File: config.mk
export PLATFORM = sky130hd
export DESIGN_NAME = decode_stage
export DESIGN_NICKNAME = d
export VERILOG_FILES = /design/src/rtl/decode_stage_pkg.sv /design/src/rtl/decode_stage_instr_fields.sv /design/src/rtl/decode_stage.sv
export SDC_FILE = /design/constraint.sdc
export NUM_CORES = 1
export LEC_CHECK = 0
export ABC_AREA = 1
export CAP_MARGIN = 20
export CORE_MARGIN = 2
export CORE_UTILIZATION = 60
export CTS_CLUSTER_SIZE = 25
export DETAILED_ROUTE_END_ITERATION = 7
export HOLD_SLACK_MARGIN = 0.12
export PLACE_DENSITY = 0.86
export SLEW_MARGIN = 10
export SYNTH_ARGS = -nofsm -noshare
export SYNTH_HDL_FRONTEND = slang
export SYNTH_HIERARCHICAL = 1
export SYNTH_SLANG_ARGS = --single-unit
File: constraint.sdc
create_clock -name clk -period 8.3 [get_ports clk]
set_input_delay 0.83 -clock clk [delete_from_list [all_inputs] [get_ports clk]]
set_output_delay 0.83 -clock clk [all_outputs]
set_load 0.02 [all_outputs]
File: src/rtl/decode_stage_pkg.sv
// Shared decode types: opcodes, ALU operation classes, instruction formats
// and the ALU control decoder used by the decode stage.
package decode_stage_pkg;

  typedef enum logic [6:0] {
    RType       = 7'b0110011,
    IType_logic = 7'b0010011,
    IType_load  = 7'b0000011,
    IType_jalr  = 7'b1100111,
    SType       = 7'b0100011,
    BType       = 7'b1100011,
    JType       = 7'b1101111,
    UType_lui   = 7'b0110111,
    UType_auipc = 7'b0010111
  } opcode_t;

  typedef enum logic [1:0] {
    MEMORY_ACCESS,
    BRANCH,
    REGISTER_OPERATION,
    UNSET
  } alu_op_t;

  typedef enum logic [2:0] {
    FMT_R, FMT_I, FMT_S, FMT_B, FMT_U, FMT_J, FMT_ILLEGAL
  } instr_fmt_t;

  typedef logic [31:0] imm_t;

  localparam logic [3:0] ALU_ADD = 4'b0000;
  localparam logic [3:0] ALU_SUB = 4'b1000;
  localparam logic [3:0] ALU_NOP = 4'b1111;

  // Register ops encode {alternate-op flag, funct3}; only funct7=0x20 selects the alternate op.
  function automatic logic [3:0] alu_decoder(input alu_op_t op, input logic [2:0] funct3,
                                             input logic [6:0] funct7);
    case (op)
      MEMORY_ACCESS:      return ALU_ADD;
      BRANCH:             return ALU_SUB;
      REGISTER_OPERATION: return {funct7 == 7'b0100000, funct3};
      default:            return ALU_NOP;
    endcase
  endfunction

endpackage

File: src/rtl/decode_stage_instr_fields.sv
// Combinational field extraction: format, register fields with use flags,
// 32-bit immediate, funct fields and ALU operation class.
module instr_fields
  import decode_stage_pkg::*;
#(
  parameter int REG_ADDR_W = 5
) (
  input  logic [31:0]           instr,
  output instr_fmt_t            fmt,
  output logic [REG_ADDR_W-1:0] rs1,
  output logic [REG_ADDR_W-1:0] rs2,
  output logic [REG_ADDR_W-1:0] rd,
  output logic                  uses_rs1,
  output logic                  uses_rs2,
  output logic                  reg_write,
  output imm_t                  imm,
  output logic [2:0]            funct3,
  output logic [6:0]            funct7,
  output alu_op_t               alu_op
);

  logic has_rd;

  always_comb begin
    fmt      = FMT_ILLEGAL;
    alu_op   = UNSET;
    uses_rs1 = 1'b0;
    uses_rs2 = 1'b0;
    has_rd   = 1'b0;
    case (instr[6:0])
      RType:       begin fmt = FMT_R; alu_op = REGISTER_OPERATION; uses_rs1 = 1'b1; uses_rs2 = 1'b1; has_rd = 1'b1; end
      IType_logic: begin fmt = FMT_I; alu_op = REGISTER_OPERATION; uses_rs1 = 1'b1; has_rd = 1'b1; end
      IType_load,
      IType_jalr:  begin fmt = FMT_I; alu_op = MEMORY_ACCESS; uses_rs1 = 1'b1; has_rd = 1'b1; end
      SType:       begin fmt = FMT_S; alu_op = MEMORY_ACCESS; uses_rs1 = 1'b1; uses_rs2 = 1'b1; end
      BType:       begin fmt = FMT_B; alu_op = BRANCH; uses_rs1 = 1'b1; uses_rs2 = 1'b1; end
      JType:       begin fmt = FMT_J; has_rd = 1'b1; end
      UType_lui,
      UType_auipc: begin fmt = FMT_U; alu_op = MEMORY_ACCESS; has_rd = 1'b1; end
      default:     ;
    endcase
  end

  always_comb begin
    imm = '0;
    case (fmt)
      FMT_I:   imm = {{20{instr[31]}}, instr[31:20]};
      FMT_S:   imm = {{20{instr[31]}}, instr[31:25], instr[11:7]};
      FMT_B:   imm = {{19{instr[31]}}, instr[31], instr[7], instr[30:25], instr[11:8], 1'b0};
      FMT_J:   imm = {{11{instr[31]}}, instr[31], instr[19:12], instr[20], instr[30:21], 1'b0};
      FMT_U:   imm = {instr[31:12], 12'b0};
      default: imm = '0;
    endcase
  end

  // Unused register fields read as 0 so the hazard check never sees stale bits.
  assign rs1       = uses_rs1 ? REG_ADDR_W'(instr[19:15]) : '0;
  assign rs2       = uses_rs2 ? REG_ADDR_W'(instr[24:20]) : '0;
  assign rd        = has_rd   ? REG_ADDR_W'(instr[11:7])  : '0;
  assign reg_write = has_rd && (rd != '0);
  assign funct3    = instr[14:12];
  assign funct7    = instr[31:25];

endmodule

File: src/rtl/decode_stage.sv
// Decode stage: one-entry output slot between fetch and execute, with a
// per-register pending-write counter scoreboard gating issue.
module decode_stage
  import decode_stage_pkg::*;
#(
  parameter int XLEN       = 32,
  parameter int REG_ADDR_W = 5,
  parameter int CNT_W      = 2
) (
  input  logic                  clk,
  input  logic                  reset,
  input  logic                  in_valid,
  output logic                  in_ready,
  input  logic [31:0]           in_instr,
  input  logic [XLEN-1:0]       in_pc,
  input  logic                  wb_valid,
  input  logic [REG_ADDR_W-1:0] wb_rd,
  input  logic                  flush,
  output logic                  out_valid,
  input  logic                  out_ready,
  output opcode_t               out_opcode,
  output logic [3:0]            out_alu_control,
  output logic [REG_ADDR_W-1:0] out_rs1,
  output logic [REG_ADDR_W-1:0] out_rs2,
  output logic [REG_ADDR_W-1:0] out_rd,
  output logic [XLEN-1:0]       out_imm,
  output logic [XLEN-1:0]       out_pc,
  output logic                  out_reg_write,
  output logic                  out_illegal
);

  localparam int NREG = 2 ** REG_ADDR_W;
  localparam logic [CNT_W-1:0] CNT_MAX = '1;

  instr_fmt_t            fmt;
  logic [REG_ADDR_W-1:0] rs1, rs2, rd;
  logic                  uses_rs1, uses_rs2, reg_write;
  imm_t                  imm;
  logic [2:0]            funct3;
  logic [6:0]            funct7;
  alu_op_t               alu_op;

  logic [CNT_W-1:0] cnt [NREG];
  logic hazard, accept, kill;

  instr_fields #(.REG_ADDR_W(REG_ADDR_W)) u_fields (
    .instr(in_instr), .fmt(fmt), .rs1(rs1), .rs2(rs2), .rd(rd),
    .uses_rs1(uses_rs1), .uses_rs2(uses_rs2), .reg_write(reg_write),
    .imm(imm), .funct3(funct3), .funct7(funct7), .alu_op(alu_op)
  );

  // Handshake: a beat moves on a side only in a cycle where valid && ready at the
  // rising edge; in_ready never looks at in_valid, and the slot holds while
  // out_valid && !out_ready unless flush kills it.
  assign hazard = (uses_rs1 && rs1 != '0 && cnt[rs1] != '0) ||
                  (uses_rs2 && rs2 != '0 && cnt[rs2] != '0) ||
                  (reg_write && cnt[rd] == CNT_MAX);
  assign in_ready = reset && !flush && !hazard && (!out_valid || out_ready);
  assign accept   = in_valid && in_ready;
  assign kill     = flush && out_valid && !out_ready;

  // Up by at most one, down by up to two (writeback plus killed slot), floored at 0.
  function automatic logic [CNT_W-1:0] cnt_step(input logic [CNT_W-1:0] c, input logic inc,
                                                input logic [1:0] dec);
    logic [CNT_W+1:0] up, dn;
    up = {2'b00, c} + (CNT_W+2)'(inc);
    dn = (CNT_W+2)'(dec);
    return (up > dn) ? CNT_W'(up - dn) : '0;
  endfunction

  always_ff @(posedge clk) begin
    for (int r = 0; r < NREG; r++) begin
      if (!reset) cnt[r] <= '0;
      else cnt[r] <= cnt_step(cnt[r],
                              accept && reg_write && rd == REG_ADDR_W'(r),
                              2'(wb_valid && wb_rd != '0 && wb_rd == REG_ADDR_W'(r)) +
                              2'(kill && out_reg_write && out_rd == REG_ADDR_W'(r)));
    end
  end

  always_ff @(posedge clk) begin
    if (!reset) begin
      out_valid       <= 1'b0;
      out_opcode      <= opcode_t'(7'b0);
      out_alu_control <= '0;
      out_rs1         <= '0;
      out_rs2         <= '0;
      out_rd          <= '0;
      out_imm         <= '0;
      out_pc          <= '0;
      out_reg_write   <= 1'b0;
      out_illegal     <= 1'b0;
    end else if (kill) begin
      out_valid <= 1'b0;
    end else if (accept) begin
      out_valid       <= 1'b1;
      out_opcode      <= opcode_t'(in_instr[6:0]);
      out_alu_control <= alu_decoder(alu_op, funct3, funct7);
      out_rs1         <= rs1;
      out_rs2         <= rs2;
      out_rd          <= rd;
      out_imm         <= XLEN'($signed(imm));
      out_pc          <= in_pc;
      out_reg_write   <= reg_write;
      out_illegal     <= (fmt == FMT_ILLEGAL);
    end else if (out_ready) begin
      out_valid <= 1'b0;
    end
  end

endmodule

Word level (Yosys, flattened, before mapping):

Memory sizes are Yosys's and may differ from the RTL's.
Index checks and enable logic that the tools add are counted.

* flip-flop bits (word level): 93
* bits in writable memories: 64
* input port bits: 75
* output and inout bits: 94
* memories kept: 1

Memory list
* cnt: depth 32, bits a word 2, read ports 35, clocked after Yosys merged registers in 0, wr ports 32, line decode_stage.sv:43 `logic [CNT_W-1:0] cnt [NREG];`

* $add $sub $neg: 96
* magnitude comparators: 32
* equal/unequal tests: 112
* mux-type cells: 78
* bitwise gates (word level): 34
* reductions and logical operators: 138

Operators with widths (number)
* $eq 5x5->1 const B: 48
* $pmux 32 s5: 1
* $mux 2: 64
* $eq 5x4->1 const B: 24
* $logic_and 1x1->1: 111
* $add 2x1->3: 32
* $gt 3x2->1: 32
* $add 1x1->2: 32
* $sub 2x2->2: 32
* $eq 5x3->1 const B: 12
* $or 1x1->1: 32
* $eq 5x2->1 const B: 6
* $eq 7x6->1 const B: 4
* $eq 7x7->1 const B: 3
* $reduce_bool 5->1: 4
* $pmux 3 s6: 1
* $eq 5x1->1 const B: 3
* $logic_not 5->1: 3
* $mux 5: 3
* $eq 7x5->1 const B: 2
* $pmux 4 s3: 1
* $eq 3x3->1 const B: 3
* $eq 7x2->1 const B: 1
* $mux 1: 7
* other kinds (16): 29

Longest topological paths before layout:

Gate-level depths: netlist of the first run.

* word-level depth: 19
* mapped depth: 33
* gate-level depth less buffers: 29

By module:

The synthesis of the first run kept the hierarchy.

By module, submodules not included
* decode_stage: instances 1, cells an instance 1673, area an instance 11114.4 um^2, seq. area each 3143.0 um^2
* instr_fields: instances 1, cells an instance 202, area an instance 1084.8 um^2, seq. area each 0.0 um^2

Worst setup path after synthesis of the first run:

Ideal clock, no wire load.

* path type: in2reg
* start point: input port in_instr[3]
* end point: memory cnt[5][1]
* library setup time: 0.091 ns
* data arrival time: 4.495 ns
* data required time: 8.209 ns
* slack: 3.714 ns
* stages on the path: 24
* cell sequence: nor2_2 nand2_4 nor2_4 inv_1 o21ai_0 inv_1 nor2_1 clkbuf_1 o21ai_0 nand3_1 nand3_1 nand3_1 nand3_1 nand2_1 o211ai_2 nand4_2 clkbuf_1 nor3_1 ha_1 fa_1 nand2_1 nor2_1 o21ai_0 a311oi_1

RTL lines
* from (decl): line decode_stage.sv:14 `input logic [31:0] in_instr,`
* to (decl): line decode_stage.sv:43

==> results of run 1 <==
## sequential cells by signal (all words and copies together), names as in the netlist
name             flops
cnt                 64
out_imm             32
out_pc              32
out_opcode           7
out_rd               5
out_rs1              5
out_rs2              5
out_alu_control      4
out_illegal          1
out_reg_write        1
out_valid            1
## placed cells by master (no fill, tap or decap), types with 5 or more instances in the layout
cell type	synthesis	layout
fa_1	32	32
buf_4	12	10
o21ai_2	8	8
a211oi_1	25	25
xor2_1	7	7
ha_1	129	129
clkinv_8	0	7
o21ai_1	11	11
nor2_2	4	5
nor3_1	58	58
inv_1	279	279
dfxtp_1	157	157
inv_2	11	11
nand4_1	7	7
clkbuf_16	0	17
a311oi_1	7	7
nand3_1	68	68
o21ai_0	124	124
a21oi_1	10	10
clkdlybuf4s50_1	0	167
nor2_1	366	365
nand2_1	461	461
## per-stage QoR
| step | std cells | area, sq um | hold slack, ns | util | worst slack [ns] |
|---|---|---|---|---|---|
| after global placement | 2251 | 13900 | 0.495 | 0.692 | 2.10 |
| after detailed placement | 2251 | 13900 | 0.485 | 0.692 | 1.97 |
| after CTS | 2283 | 14600 | 0.497 | 0.724 | 2.42 |
| after floorplan | 1875 | 12200 | 0.547 | - | 3.71 |
| final | 2283 | 14600 | 0.498 | 0.724 | 2.16 |
| after global routing | 2283 | 14600 | 0.527 | 0.724 | 1.82 |
## how the worst max path moves through the flow
stage | startpoint | end | slack, ns
2_1_floorplan | in_instr[3] | cnt[5][1] | 3.71
3_3_place_gp | in_instr[0] | cnt[3][1] | 2.10
3_5_place_dp | in_instr[4] | cnt[3][1] | 1.97
4_1_cts | in_instr[4] | cnt[18][1] | 2.42
5_1_grt | in_instr[2] | cnt[22][1] | 1.82
6_report | in_instr[4] | cnt[22][1] | 2.16
## power groups by stage
stage	sequential [W]	clock [W]	combinational [W]
2_1_floorplan	0.000841	0	0.000136
3_3_place_gp	0.000816	0	0.000280
3_5_place_dp	0.000817	0	0.000287
4_1_cts	0.000800	0.000837	0.000290
5_1_grt	0.000803	0.000862	0.000319
6_report	0.000800	0.000829	0.000293
## cells by family after synthesis
family | after synthesis | share of synthesized area
buf+inv | 366 | 0.123
fa+ha+maj | 161 | 0.185
flops | 157 | 0.258
xor+xnor | 7 | 0.00503
other cells | 1 | 0.000307
simple gates | 991 | 0.339
compound gates | 192 | 0.0908
## worst max-delay path, cell delays in order
cell and delay, ns:
clkdlybuf4s50_1 0.54, inv_1 0.10, nor2_1 0.24, nand2_1 0.12
nand2_1 0.16, nor2_1 0.15, nor2_2 0.56, inv_2 0.43
nand2_1 0.15, nand2_1 0.06, nand2_1 0.07, nand2_1 0.08
nand2_1 0.08, nand2_1 0.06, o21ai_1 0.15, nand2_1 0.08
nand3_1 0.10, nand2_2 0.10, nor2_8 0.18, nand4_2 0.57
nor3_1 0.45, ha_1 0.27, fa_1 0.48, nand2_1 0.10
nor2_1 0.05, o21ai_0 0.23, a311oi_1 0.07
## area by class of cell
class,instances,area (sq um),area share
multi-input cells,1352,7560,0.520
flip-flops and latches,157,3140,0.216
repair buffers,178,1770,0.121
inverters,294,1110,0.0762
clock buffers,17,425,0.0292
well taps,270,338,0.0232
clock inverters,15,209,0.0144
## layer usage
layer	vias up	GRT usage
li1	6050	-
met3	123	0.0725
met1	5698	0.422
met5	-	0
met4	0	0.180
met2	616	0.582
==> impl_metrics.env, run 1 <==
export IMPL_crit_reg2reg_launch="cnt[14][1]"
export IMPL_floorplan_die_height_microns=147
export IMPL_cts_hold_repair_buffers=0
export IMPL_port_buffers=168
export IMPL_worst_r2r_path_depth=15
export IMPL_setup_repair_after_global_routing_missed_its_margin="false"
export IMPL_report_final_slew_viol_count=0
export IMPL_outcome="completed"
export IMPL_drive_above_1_share=0.0462
export IMPL_number_of_antenna_violations_at_the_first_check_in_global_routing=0
export IMPL_dr_first_iter_drc_count=992
export IMPL_power_static_leakage_nw=7.49
export IMPL_clk_path_buf_depth=2
export IMPL_setup_viol_count_final=0
export IMPL_finalSetupTns_ns=0
export IMPL_detail_route_wirelength_met1_microns=15000
export IMPL_cts_post_setup_buffers_inserted=0
export IMPL_ir_worst_vdd_v=0.000139
export IMPL_switching_power_w=0.000605
export IMPL_power_combinational_fraction=0.152
export IMPL_core_sq_mm=0.0201
export IMPL_hold_path_endpoint="out_reg_write"
export IMPL_synth_cell_type_count=46
export IMPL_tritoncts_num_buffers=17
export IMPL_clkSinkCount=157
export IMPL_cts_tree="done"
export IMPL_via_count=12500
export IMPL_synth_cells_most_frequent="nand2_1, nor2_1, inv_1, dfxtp_1, ha_1"
export IMPL_netlist_instances=1875
export IMPL_postSynthRegisterBits=157
export IMPL_via_density=5.47
export IMPL_timing_setup_critical_path_class="in2reg"
export IMPL_avgSynthCellArea_sq_um=6.51
export IMPL_nFillCells=1650
export IMPL_routed_wire_length_per_instance_microns=16.5
export IMPL_boundaryPins=169
export IMPL_synth_enable_flop_cells=0
export IMPL_design_die_area_sq_mm=0.0215
export IMPL_timing_hold_worst_class="reg2reg"
export IMPL_hpwl_microns=27700
export IMPL_min_delay_path_depth=2
export IMPL_finalPower_w=0.00192
export IMPL_met2RoutedLength_microns=17400
export IMPL_worst_endpoint_required_ns=8.63
export IMPL_fin_worst_skew_ns=0.0107
export IMPL_critical_path_peak_fanout=29
export IMPL_period_needed_ns=6.15
export IMPL_synth_async_sr_flop_share=0
export IMPL_placement_rows=52
export IMPL_met3_length_microns=3230
export IMPL_clkSlewWorstSetupHoldPaths_ns=0.08
export IMPL_clock_tree_htree_level_count=4
export IMPL_flow_area_growth_from_synthesis_pct=19.3
export IMPL_route_final_wire_length_microns=37600
export IMPL_post_route_drc_count=0
export IMPL_initial_utilization=0.607
export IMPL_post_synth_top_area_cell="dfxtp_1"
export IMPL_global_route_wire_length_before_repair_microns=59900
export IMPL_antennaDiodeCount=0
export IMPL_worst_slew_pin_transition_ns=1.05
export IMPL_syn_cell_area_sq_mm=0.0122
export IMPL_fraction_of_power_consumed_by_the_clock_network=0.431
export IMPL_largest_net_degree_at_the_start_of_global_routing=180
export IMPL_synth_top_cells_by_area="dfxtp_1, nand2_1, ha_1"
export IMPL_synth_sequential_area_ratio=0.258
export IMPL_seq_power_share=0.416
export IMPL_hold_path_startpoint="out_reg_write"
export IMPL_maxSlewHeadroom=0.300
export IMPL_final_antenna_net_count=0
export IMPL_insertion_delay_ns=0.45
export IMPL_r2r_slack_ns=4.51
export IMPL_syn_nets=2111
export IMPL_dr_max_layer_used="met4"
export IMPL_timing_final_crit_share=0.740
export IMPL_postCtsResizedCells=0
export IMPL_timing_hold_violations_final=0
export IMPL_start_kind="input pin"
export IMPL_synth_most_common_cell="nand2_1"
export IMPL_worst_endpoint_data_arrival_time_ns=6.48
export IMPL_grt_pass1_vias=12000
export IMPL_ys_warns=6
export IMPL_netSwitchingFraction=0.315
export IMPL_gp_routability_congestion=1.03
export IMPL_p_int_w=0.00132
export IMPL_crit_reg_reg_endpoint="cnt[22][1]"
export IMPL_first_pass_iters=7
export IMPL_die_width_microns=147
export IMPL_dominantRegCellSynth="dfxtp_1"
export IMPL_powerDensity_mw_per_mm2=132
export IMPL_finish_net_count=2236
export IMPL_yosysTopAreaCellShare=0.258
export IMPL_grt_remaining_overflow=0
export IMPL_max_freq_mhz=163
export IMPL_cp_end_kind="register"
export IMPL_root_buffer="clkbuf_16"
export IMPL_grt_use_total=0.347
export IMPL_max_cap_violations=0
(Power assumes the default switching activity.)
==> run 2, diff against run 1 <==
--- a/config.mk
+++ b/config.mk
@@ -8,11 +8,11 @@
 export ABC_AREA = 1
 export CAP_MARGIN = 20
 export CORE_MARGIN = 2
-export CORE_UTILIZATION = 60
+export CORE_UTILIZATION = 51
 export CTS_CLUSTER_SIZE = 25
 export DETAILED_ROUTE_END_ITERATION = 7
 export HOLD_SLACK_MARGIN = 0.12
-export PLACE_DENSITY = 0.86
+export PLACE_DENSITY = 0.78
 export SLEW_MARGIN = 10
 export SYNTH_ARGS = -nofsm -noshare
 export SYNTH_HDL_FRONTEND = slang
==> constraint.sdc (replaced) <==
create_clock -name clk -period 5.2 [get_ports clk]
set_input_delay 0.52 -clock clk [delete_from_list [all_inputs] [get_ports clk]]
set_output_delay 0.52 -clock clk [all_outputs]
set_load 0.02 [all_outputs]
==> run 2 against run 1 <==
  * Sequential cell count is the same
  * Via count down 0.94%
  * Worst hold slack worse by 0.13 ns
  * Largest cell class unchanged
  * Sequential share of layout area fell by 0.43 points
  * Setup slack worse by 1.8 ns
  * Wire length barely moved
  * Critical endpoint is now in_ready
  * Non-clock buffer count is 31 higher
==> impl_metrics.env, run 2 (synthesis gave the netlist of run 1 again) <==
export IMPL_outcome="completed"
export IMPL_via_count=12400
export IMPL_max_freq_mhz=206
export IMPL_routed_wire_length_per_instance_microns=15.9
export IMPL_floorplan_die_height_microns=159
export IMPL_powerDensity_mw_per_mm2=204
export IMPL_setup_viol_count_final=0
export IMPL_clkSlewWorstSetupHoldPaths_ns=0.07
export IMPL_timing_final_crit_share=0.934
export IMPL_largest_net_degree_at_the_start_of_global_routing=84
export IMPL_max_cap_violations=0
export IMPL_crit_reg_reg_endpoint="cnt[12][1]"
export IMPL_cts_tree="done"
export IMPL_critPathLaunch="in_instr[4]"
export IMPL_flow_area_growth_from_synthesis_pct=21.7
export IMPL_cts_hold_repair_buffers=0
export IMPL_number_of_antenna_violations_at_the_first_check_in_global_routing=0
export IMPL_finish_net_count=2267
export IMPL_gp_routability_congestion=0.991
export IMPL_insertion_delay_ns=0.44
export IMPL_design_die_area_sq_mm=0.0252
export IMPL_tritoncts_num_buffers=17
export IMPL_reg_largest_list="cnt: 64 flops, out_imm: 32 flops, out_pc: 32 flops"
export IMPL_timing_setup_critical_path_class="in2out"
export IMPL_via_density=5.23
export IMPL_grt_use_total=0.303
export IMPL_worst_endpoint_required_ns=4.68
export IMPL_r2r_slack_ns=1.80
export IMPL_dr_first_iter_drc_count=1280
export IMPL_setup_repair_after_global_routing_missed_its_margin="false"
export IMPL_clkSinkCount=157
export IMPL_report_final_slew_viol_count=0
export IMPL_maxSlewHeadroom=0.353
export IMPL_cp_end_kind="output pin"
export IMPL_final_critical_path_setup_slack_ns=0.342
export IMPL_drive_above_1_share=0.0616
export IMPL_placement_rows=56
export IMPL_largest_register_ff_count=64
export IMPL_start_kind="input pin"
export IMPL_worst_slew_pin_transition_ns=0.971
export IMPL_preCtsSetupSlack_ns=-0.437
export IMPL_critical_path_peak_fanout=19
export IMPL_ir_worst_vdd_v=0.000177
export IMPL_post_route_drc_count=0
export IMPL_place_area_sq_mm=0.0142
export IMPL_sequential_cell_area_sq_mm=0.00314
export IMPL_multi_input_area_sq_mm=0.00758
export IMPL_final_antenna_net_count=0
export IMPL_global_route_wire_length_before_repair_microns=59500
export IMPL_clk_path_buf_depth=2
export IMPL_final_core_util=0.632
export IMPL_crit_reg2reg_launch="cnt[0][1]"
export IMPL_finalPower_w=0.00302
export IMPL_timing_hold_violations_final=0
export IMPL_first_pass_iters=6
export IMPL_port_buffers=168
export IMPL_register_with_the_most_flip_flops="cnt"
export IMPL_hpwl_microns=28500
export IMPL_grt_pass1_vias=12000
export IMPL_clock_tree_htree_level_count=4
export IMPL_layout_cells_most_common="nand2_1"
export IMPL_grt_remaining_overflow=0
export IMPL_final_cell_mix="nand2_1, nor2_1, inv_1, clkdlybuf4s50_1, dfxtp_1"
export IMPL_worst_r2r_path_depth=19
export IMPL_timing_endpoint_of_the_critical_path="in_ready"
export IMPL_root_buffer="clkbuf_16"
export IMPL_antennaDiodeCount=0
export IMPL_worst_endpoint_data_arrival_time_ns=4.34
export IMPL_core_sq_mm=0.0235
export IMPL_final_design_area_no_fill_sq_mm=0.0148
export IMPL_power_static_leakage_nw=7.63
export IMPL_timing_hold_worst_class="in2reg"
export IMPL_route_final_wire_length_microns=37600
export IMPL_nFillCells=2155
export IMPL_boundaryPins=169
export IMPL_die_width_microns=159
export IMPL_period_needed_ns=4.86
export IMPL_initial_utilization=0.520
export IMPL_fin_worst_skew_ns=0.0100
run 2: layout make-up:
type	instances	area share
well taps	319	0.0269
inverters	294	0.0748
clock inverters	15	0.0104
clock buffers	17	0.0287
flip-flops and latches	157	0.212
multi-input cells	1352	0.510
repair buffers	209	0.137
run 2: stage by stage:
stage / TNS [ns] / std cells / hold WS (ns)
floorplan: 0 / 1875 / 0.547
global placement: -6.16 / 2328 / 0.466
detailed placement: -10.17 / 2328 / 0.474
CTS: 0 / 2360 / 0.364
global route: 0 / 2363 / 0.381
finish: 0 / 2363 / 0.370
run 2: worst min path at each step:
stage / start / endpoint / cells after the start
2_1_floorplan: out_reg_write / out_reg_write / 2
3_3_place_gp: out_reg_write / out_reg_write / 2
3_5_place_dp: out_reg_write / out_reg_write / 2
4_1_cts: reset / out_reg_write / 3
5_1_grt: reset / out_reg_write / 3
6_report: reset / out_rd[4] / 3
run 2: repair_timing:
item	CTS	global route
pin swaps	0	1
setup buffers	0	3
endpoints found under the setup margin	1	11
resized for setup	1	4
run 2: worst max-delay path, stage by stage:
cell	delay (ns)
clkdlybuf4s50_1	0.57
inv_1	0.11
nor2_1	0.18
buf_4	0.15
nand2_1	0.06
nand2_1	0.10
nor2_1	0.11
nor2_2	0.31
buf_12	0.20
nor2_1	0.05
buf_4	0.17
nand2_1	0.06
nand3_1	0.07
nand2_1	0.07
nand2_1	0.05
o21ai_1	0.12
nand2_1	0.08
nand3_1	0.11
nand2_2	0.10
nor2_8	0.15
buf_4	0.16
and2_1	0.18
clkdlybuf4s50_1	0.63
run 2: power breakdown:
group	switching, W	leakage [nW]	internal [W]
Sequential	0.0000307	1.28	0.00125
Clock	0.000595	0.278	0.000677
Combinational	0.000278	6.08	0.000196
run 2: routing by layer:
layer / wire length (microns) / GRT usage
met1: 15200 / 0.371
met2: 17300 / 0.511
met3: 3560 / 0.0672
met4: 1470 / 0.132
met5: 38 / 0
==> run 3, diff against run 2 <==
--- a/config.mk
+++ b/config.mk
@@ -6,6 +6,7 @@
 export NUM_CORES = 1
 export LEC_CHECK = 0
 export ABC_AREA = 1
+export ABC_CLOCK_PERIOD_IN_PS = 5200
 export CAP_MARGIN = 20
 export CORE_MARGIN = 2
 export CORE_UTILIZATION = 51
==> results of run 3 <==
No change in the layout: final DEF, timing and power equal those of run 2.
